===== src/rtl/gpu_net_if.sv =====
// GPU node network interface: TX FIFO toward the NoC link and a destination-filtered RX FIFO toward the core.
// Optional macro GPU_NI_BROADCAST_EN: also accept flits whose dest field is all-ones.

module gpu_net_if_fifo #(
  parameter int unsigned W     = 16,
  parameter int unsigned DEPTH = 4
) (
  input  logic         clk,
  input  logic         rst_n,
  input  logic         i_push,
  input  logic [W-1:0] i_data,
  input  logic         i_pop,
  output logic         o_full,
  output logic         o_empty,
  output logic [W-1:0] o_head
);
  localparam int unsigned AW = $clog2(DEPTH);

  logic [AW:0]  r_wptr;
  logic [AW:0]  r_rptr;
  logic [W-1:0] r_mem [DEPTH];
  logic         w_full;
  logic         w_empty;
  logic         w_do_push;
  logic         w_do_pop;

  // Extra MSB on each pointer distinguishes full from empty when the index bits match.
  assign w_full    = (r_wptr[AW-1:0] == r_rptr[AW-1:0]) && (r_wptr[AW] != r_rptr[AW]);
  assign w_empty   = (r_wptr == r_rptr);
  assign w_do_push = i_push && !w_full;
  assign w_do_pop  = i_pop && !w_empty;

  always_ff @(posedge clk or negedge rst_n) begin
    if (!rst_n) begin
      r_wptr <= '0;
      r_rptr <= '0;
    end else begin
      if (w_do_push) r_wptr <= r_wptr + 1'b1;
      if (w_do_pop)  r_rptr <= r_rptr + 1'b1;
    end
  end

  // Storage has no reset: stale contents are masked by the empty flag.
  always_ff @(posedge clk) begin
    if (w_do_push) r_mem[r_wptr[AW-1:0]] <= i_data;
  end

  assign o_full  = w_full;
  assign o_empty = w_empty;
  assign o_head  = w_empty ? '0 : r_mem[r_rptr[AW-1:0]];
endmodule

module gpu_net_if #(
  parameter int unsigned GPU_ID   = 2,
  parameter int unsigned FLIT_W   = 16,
  parameter int unsigned DEST_W   = 6,
  parameter int unsigned TX_DEPTH = 4,
  parameter int unsigned RX_DEPTH = 4
) (
  input  logic                     ACLK,
  input  logic                     ARESETn,
  input  logic                     tx_valid,
  output logic                     tx_ready,
  input  logic [DEST_W-1:0]        tx_dest,
  input  logic [FLIT_W-DEST_W-1:0] tx_payload,
  output logic [FLIT_W-1:0]        net_data_out,
  output logic                     net_valid_out,
  input  logic                     net_ready_in,
  input  logic [FLIT_W-1:0]        net_data_in,
  input  logic                     net_valid_in,
  output logic                     net_ready_out,
  output logic                     rx_valid,
  input  logic                     rx_ready,
  output logic [FLIT_W-DEST_W-1:0] rx_payload,
  output logic [7:0]               rx_drop_cnt
);
  localparam int unsigned PW = FLIT_W - DEST_W;
  localparam logic [DEST_W-1:0] MY_ID = DEST_W'(GPU_ID);

  logic              w_tx_full;
  logic              w_tx_empty;
  logic              w_tx_push;
  logic              w_tx_pop;
  logic [FLIT_W-1:0] w_tx_head;

  logic              w_rx_full;
  logic              w_rx_empty;
  logic              w_rx_push;
  logic              w_rx_pop;
  logic [PW-1:0]     w_rx_head;

  logic [DEST_W-1:0] w_in_dest;
  logic [PW-1:0]     w_in_payload;
  logic              w_accept;
  logic              w_match;
  logic              w_drop;
  logic [7:0]        r_drop_cnt;

  // TX path: the flit is stored pre-formatted so the link sees the head directly.
  assign w_tx_push = tx_valid && !w_tx_full;
  assign w_tx_pop  = !w_tx_empty && net_ready_in;

  gpu_net_if_fifo #(
    .W     (FLIT_W),
    .DEPTH (TX_DEPTH)
  ) u_tx_fifo (
    .clk     (ACLK),
    .rst_n   (ARESETn),
    .i_push  (w_tx_push),
    .i_data  ({tx_dest, tx_payload}),
    .i_pop   (w_tx_pop),
    .o_full  (w_tx_full),
    .o_empty (w_tx_empty),
    .o_head  (w_tx_head)
  );

  assign tx_ready      = !w_tx_full;
  assign net_valid_out = !w_tx_empty;
  assign net_data_out  = w_tx_head;

  // RX path: every flit is gated by RX fullness, even those that end up dropped.
  assign w_in_dest    = net_data_in[FLIT_W-1 -: DEST_W];
  assign w_in_payload = net_data_in[PW-1:0];
  assign w_accept     = net_valid_in && !w_rx_full;

`ifdef GPU_NI_BROADCAST_EN
  assign w_match = (w_in_dest == MY_ID) || (w_in_dest == {DEST_W{1'b1}});
`else
  assign w_match = (w_in_dest == MY_ID);
`endif

  assign w_rx_push = w_accept && w_match;
  assign w_drop    = w_accept && !w_match;
  assign w_rx_pop  = !w_rx_empty && rx_ready;

  gpu_net_if_fifo #(
    .W     (PW),
    .DEPTH (RX_DEPTH)
  ) u_rx_fifo (
    .clk     (ACLK),
    .rst_n   (ARESETn),
    .i_push  (w_rx_push),
    .i_data  (w_in_payload),
    .i_pop   (w_rx_pop),
    .o_full  (w_rx_full),
    .o_empty (w_rx_empty),
    .o_head  (w_rx_head)
  );

  always_ff @(posedge ACLK or negedge ARESETn) begin
    if (!ARESETn) begin
      r_drop_cnt <= '0;
    end else if (w_drop && (r_drop_cnt != 8'hFF)) begin
      r_drop_cnt <= r_drop_cnt + 8'd1;
    end
  end

  assign net_ready_out = !w_rx_full;
  assign rx_valid      = !w_rx_empty;
  assign rx_payload    = w_rx_head;
  assign rx_drop_cnt   = r_drop_cnt;
endmodule


===== config.mk =====
export PLATFORM = sky130hd
export DESIGN_NAME = gpu_net_if
export DESIGN_NICKNAME = d
export VERILOG_FILES = /design/src/rtl/gpu_net_if.sv
export SDC_FILE = /design/constraint.sdc
export NUM_CORES = 1
export LEC_CHECK = 0
export ABC_AREA = 1
export BUFFER_PORTS_ARGS = -buffer_cell sky130_fd_sc_hd__buf_4
export CAP_MARGIN = 20
export CORE_ASPECT_RATIO = 0.8
export CORE_MARGIN = 4
export CORE_UTILIZATION = 50
export DETAILED_ROUTE_END_ITERATION = 8
export MAX_ROUTING_LAYER = met4
export PLACE_DENSITY = 0.83
export REMOVE_ABC_BUFFERS = 1
export SETUP_SLACK_MARGIN = 0.15
export SLEW_MARGIN = 30
export SYNTH_ARGS = -nofsm -noshare
export SYNTH_HDL_FRONTEND = slang
export SYNTH_SLANG_ARGS = --single-unit

===== constraint.sdc =====
create_clock -name ACLK -period 2.04 [get_ports ACLK]
set_clock_uncertainty 0.1 [all_clocks]
set_input_delay 0.102 -clock ACLK [delete_from_list [all_inputs] [get_ports ACLK]]
set_output_delay 0.102 -clock ACLK [all_outputs]
set_load 0.005 [all_outputs]

==> results.toml, run 1 <==
[critical_path]
required_ps = 1840
cp_slowest_cell = "dfrtp_1"
critPathLaunch = "u_rx_fifo.r_wptr[0]$_DFFE_PN0P_"
crit_chain = "inv_2, nand2_1, nand2_1, nand4_1, buf_6, nand2_1, inv_1, buf_4"
critPathKind = "reg2out"
end_kind = "primary output"
cp_num_buf_inv = 4
cp_slowest_stage_delay_ps = 430
cp_common_cell = "nand2_1"
cp-start-kind = "flop"
worstPathMaxFanout = 12
worstReg2RegStart = "u_rx_fifo.r_wptr[0]$_DFFE_PN0P_"
cp_top_family = "flip-flops"
worstPathArrival_ps = 1680

[floorplanning]
ios = 76
rows = 33
start_util_pct = 51.78
die_height_microns = 100.7
core_sq_mm = 0.01036
fp.dieW_microns = 123.8
dieArea_sq_mm = 0.01246

[detailed_routing]
drtIter0Drc = 273
wl_per_cell_microns = 16.86
drc_errors = 0
viasPerCell = 5.184
first_pass_iters = 5
routed_wl_microns = 12740
vias = 3919
ant_nets = 0

[power]
ir_drop_uv = 888.8
power_density_mw_per_mm2 = 1512
power_leakage_uw = 0.003180
finalPower_uw = 11280

[worst_hold_path]
min-delay-start = "net_data_in[14]"
hold_class = "in2reg"

[finish]
antenna_cells = 0
drive_gt1_share_pct = 29.87
final_cell_mix = "edfxtp_1 (104), buf_4 (89), nand2_1 (82)"
layout_commonest_cell = "edfxtp_1"
fin_util_pct = 71.99
design_area_sq_mm = 0.007461
nNetsFinal = 652
area_growth_pct = 39.03
num-fill-cells = 661

[global_route]
overflow = 0
grt_pass1_vias = 3867
grt_pass1_wl_microns = 19470
grt_use_total_pct = 21.71
grt_max_degree = 35
antenna_found_initial = 0

[placement]
hpwl_microns = 7482
place_area_sq_mm = 0.006188
port_buffers = 75
gp_congestion = 0.8569
dpl_worst_slack_ps = 260.8

[timing]
setup_tns_ps = 0
fmax_ghz = 0.5303
final.setup.worst_slack_ps = 154.2
fin_crit_sh_pct = 92.44
maxSlewViolCount = 0
worst_slew_pin_slew_ps = 584.6
max-slew-margin-rel_pct = 60.90
finalSetupViolCount = 0
hold_viol_final = 0
rsz0062_at_grt = "yes"
min_period_ps = 1886

[synthesis]
yosysSeqAreaShare_pct = 67.52
avgSynthCellArea_sq_um = 11.67
synth_cell_types = 27
netlist_instances = 460
syn_area_sq_mm = 0.005366
synth-seq-cells = 124
ys_warn_count = 0

[clocking]
cts-root-buf = "clkbuf_16"
cts.sinks = 124
clkTransAtPathRegs_ps = 50
htree_num_levels = 4
cts_tree = "built"
cts_buffer_depth = 2
worstSkewPairLatency_ps = 420
cts_buffers = 17

[flow_run]
max-cap-violations = 0

[status]
status = "complete, no violations"
layout make-up:
class / instances / area, sq um / area share [%]
Sequential cell: 124 / 3627 / 48.62
Timing Repair Buffer: 140 / 1261 / 16.90
Tap cell: 140 / 175.2 / 2.348
Inverter: 51 / 193.9 / 2.599
Multi-Input combinational cell: 269 / 1583 / 21.21
Clock buffer: 17 / 425.4 / 5.702
Clock inverter: 15 / 195.2 / 2.616
Yosys cell counts:
cell / instances / share of area, %
nand4_1: 3 / 0.35
ha_1: 11 / 2.6
edfxtp_1: 104 / 58
buf_6: 3 / 0.63
inv_4: 1 / 0.12
clkbuf_1: 7 / 0.49
buf_2: 6 / 0.56
a21oi_2: 1 / 0.16
nand2_2: 4 / 0.47
nand4_2: 1 / 0.23
buf_1: 1 / 0.070
xor2_1: 9 / 1.5
buf_4: 1 / 0.14
dfrtp_1: 20 / 9.3
nand2_1: 90 / 6.3
inv_2: 3 / 0.21
nand3_2: 2 / 0.37
nor2_4: 2 / 0.42
o22ai_1: 26 / 3.0
nand2_4: 1 / 0.21
inv_1: 47 / 3.3
xnor2_1: 2 / 0.33
nor2_1: 49 / 3.4
o21ai_0: 35 / 3.3
o21ai_1: 4 / 0.37
mux2i_1: 16 / 3.0
nand3_1: 11 / 1.0
kinds of logic (layout without fill, tap and decap cells):
family / after synthesis / count (layout) / share of synthesized area, %
multiplexers: 16 / 16 / 2.984
AO/OA/AOI/OAI: 66 / 66 / 6.832
AND/OR/NAND/NOR: 163 / 165 / 12.80
flip-flops: 124 / 124 / 67.52
adder cells (fa/ha/maj): 11 / 11 / 2.565
XOR/XNOR: 11 / 11 / 1.795
buffers and inverters: 69 / 223 / 5.503
worst reg2reg max path: stages, from the launching register on:
cell and delay (ps):
dfrtp_1 430, inv_2 50, nand2_1 100, nand2_1 120
nand3_2 150, nand2_2 80, nor2_4 150, inv_2 80
nor2_1 130, buf_6 170
power breakdown:
group | internal (uW) | leakage (uW) | switching, uW
sequential | 3200 | 0.00119 | 271
clock | 2040 | 0.000295 | 1100
combinational | 2160 | 0.00169 | 2510
total | 7410 | 0.00318 | 3880
final timing paths:
check,endpoint,slack [ps],depth (start not counted)
worst max register to register,u_rx_fifo.r_mem[3][6]$_DFFE_PP_,190,9
max in group asynchronous,rx_drop_cnt[6]$_DFFE_PN0P_,780,3
worst min register to register,rx_drop_cnt[1]$_DFFE_PN0P_,460,2
worst min-delay path,u_rx_fifo.r_wptr[2]$_DFFE_PN0P_,160,6
min in group asynchronous,u_rx_fifo.r_wptr[0]$_DFFE_PN0P_,640,3
worst max-delay path,rx_payload[1],150,8
repair_timing:
action / CTS / global route
gates resized for setup: 17 / 44
hold buffers: 33 / 0
endpoints found under the setup margin: 27 / 122
cloned: 2 / 0
setup buffers: 6 / 8
endpoints found under the hold margin: 141 / 0
pin swaps: 3 / 4
flip-flops by register name, indices dropped and copies added (netlist names):
register	count
rx_drop_cnt	8
u_rx_fifo.r_mem	40
u_rx_fifo.r_rptr	3
u_rx_fifo.r_wptr	3
u_tx_fifo.r_mem	64
u_tx_fifo.r_rptr	3
u_tx_fifo.r_wptr	3
per-stage QoR:
stage / std cells / hold slack [ps]
finish: 756 / 155.2
global route: 756 / 183.9
CTS: 748 / 122.9
detailed placement: 675 / -90.68
global placement: 675 / -106.7
floorplan: 442 / -293.6
per-layer routing:
metal | GRT usage [%] | part of all wire (%) | vias to the layer above
li1 | - | - | 1867
met1 | 26.24 | 41 | 1881
met2 | 35.36 | 51 | 148
met3 | 6.453 | 6.7 | 23
met4 | 6.638 | 1.6 | 0
met5 | - | 0 | -
(Power assumes the default switching activity.)
==> run 2, diff against run 1 <==
MAX_ROUTING_LAYER = default   (was met4)
==> run 2 against run 1 <==
Net effect:
- highest routed layer unchanged
- non-clock buffer count stayed put
- clock power hardly changed
- via count increased by 0.20%
- critical path type unchanged
- first-iteration DRC count increased by 12%
==> results.toml, run 2 (synthesis gave the netlist of run 1 again) <==
[worst_hold_path]
hold_path_depth = 6
min_to = "u_rx_fifo.r_wptr[2]$_DFFE_PN0P_"
hold_class = "in2reg"
min-delay-start = "net_data_in[14]"

[placement]
hpwl_microns = 7482
dpl_worst_slack_ps = 260.8
gp_congestion = 0.8437
port_buffers = 75

[critical_path]
end_kind = "primary output"
required_ps = 1840
worstPathArrival_ps = 1760
cp_top_family = "flip-flops"
cp_num_buf_inv = 3
critPathKind = "reg2out"
cp-start-kind = "flop"
worstPathMaxFanout = 7
crit_chain = "xor2_2, a21oi_4, buf_6, nand2_8, nand2_4, inv_2, buf_4"
cp_slowest_cell = "dfrtp_1"
cp_slowest_stage_delay_ps = 450
r2r_end = "u_tx_fifo.r_mem[2][7]$_DFFE_PP_"
worstReg2RegStart = "u_tx_fifo.r_wptr[1]$_DFFE_PN0P_"
r2r_slack_ps = 130
r2r_cells = 7

[global_route]
grt_pass1_vias = 3863
antenna_found_initial = 0
grt_pass1_wl_microns = 19470
top_usage_layer = "met2"
grt_max_degree = 35
grt_use_met1_pct = 26.17
grt_use_total_pct = 21.08
use_met3_pct = 6.229
grt_util_met2_pct = 35.23
overflow = 0

[clocking]
worstSkewPairLatency_ps = 420
cts_buffers = 17
htree_num_levels = 4
cts.sinks = 124
cts-root-buf = "clkbuf_16"
clkTransAtPathRegs_ps = 50
cts_buffer_depth = 2
cts_tree = "built"

[timing]
fin_crit_sh_pct = 96.05
min_period_ps = 1959
max-slew-margin-rel_pct = 61.11
whs_ps = 152.4
finalSetupViolCount = 0
hold_viol_final = 0
rsz0062_at_grt = "yes"
final.setup.worst_slack_ps = 80.56
setup_tns_ps = 0
fmax_ghz = 0.5104
worst_slew_pin_slew_ps = 581.4
maxSlewViolCount = 0

[flow_run]
max-cap-violations = 0

[detailed_routing]
vias = 3927
viasPerCell = 5.194
wl_per_cell_microns = 16.91
first_pass_iters = 5
routed_wl_microns = 12790
ant_nets = 0
drtIter0Drc = 306
drc_errors = 0

[finish]
antenna_cells = 0
largest_reg_flops = 64
layout_commonest_cell = "edfxtp_1"
nNetsFinal = 652
fin_util_pct = 72.22
drive_gt1_share_pct = 30.68
area_growth_pct = 39.47
final_cell_mix = "edfxtp_1 (104), buf_4 (87), nand2_1 (79)"

[floorplanning]
start_util_pct = 51.78
rows = 33
dieArea_sq_mm = 0.01246
die_height_microns = 100.7
core_sq_mm = 0.01036
fp.dieW_microns = 123.8
ios = 76

[power]
ir_drop_uv = 889.4
power_leakage_uw = 0.003176
power_density_mw_per_mm2 = 1522
finalPower_uw = 11390

[status]
status = "complete, no violations"
run 2: cell counts in the layout (fill, tap and decap cells not counted):
No cell type changed its count.
run 2: tightest hold or removal path, stage by stage:
cell,delay (ps)
buf_4,80
nor2_1,30
nand4_1,190
nor2_4,90
nand2_1,50
o21ai_0,70
run 2: final cells by class:
class | instances | area, sq um
sequential | 124 | 3627
fill | 657 | 2879
multi-input combinational | 269 | 1599
timing repair buffer | 140 | 1269
clock buffer | 17 | 425.4
clock inverter | 15 | 195.2
inverter | 51 | 193.9
tap | 140 | 175.2
run 2: stage by stage:
step / instances / area, sq um
3_5_place_dp: 675 / 6188
3_3_place_gp: 675 / 6188
6_report: 756 / 7485
2_1_floorplan: 442 / 5265
5_1_grt: 756 / 7485
4_1_cts: 748 / 7263
run 2: power by group:
group	switching (uW)	leakage, uW	internal, uW
clock network	1100	0.000295	2040
registers	282	0.00119	3200
logic	2560	0.00169	2210
run 2: routing by layer:
layer / up-vias / share of wire (%)
met5: - / 0
met1: 1887 / 41
met4: 0 / 1.4
met3: 18 / 6.5
met2: 152 / 52
li1: 1870 / -
run 2: worst max-delay path by stage:
stage	startpoint	to	slack, ps	cells after the start
finish	u_tx_fifo.r_wptr[1]$_DFFE_PN0P_	net_data_out[4]	80	7
global route	u_tx_fifo.r_wptr[1]$_DFFE_PN0P_	net_data_out[7]	20	7
CTS	u_tx_fifo.r_rptr[0]$_DFFE_PN0P_	net_data_out[8]	130	6
detailed placement	u_rx_fifo.r_wptr[0]$_DFFE_PN0P_	u_rx_fifo.r_mem[3][4]$_DFFE_PP_	260	9
global placement	u_tx_fifo.r_rptr[2]$_DFFE_PN0P_	u_tx_fifo.r_mem[2][2]$_DFFE_PP_	340	6
floorplan	u_tx_fifo.r_rptr[0]$_DFFE_PN0P_	u_tx_fifo.r_mem[0][0]$_DFFE_PP_	-750	6
run 2: repair_timing:
| action | CTS | global route |
|---|---|---|
| hold buffers | 33 | 0 |
| cloned | 2 | 0 |
| gates resized for setup | 17 | 53 |
| pin swaps | 3 | 5 |
| hold endpoints to repair | 141 | 0 |
| setup endpoints to repair | 27 | 122 |
| setup buffers | 6 | 8 |
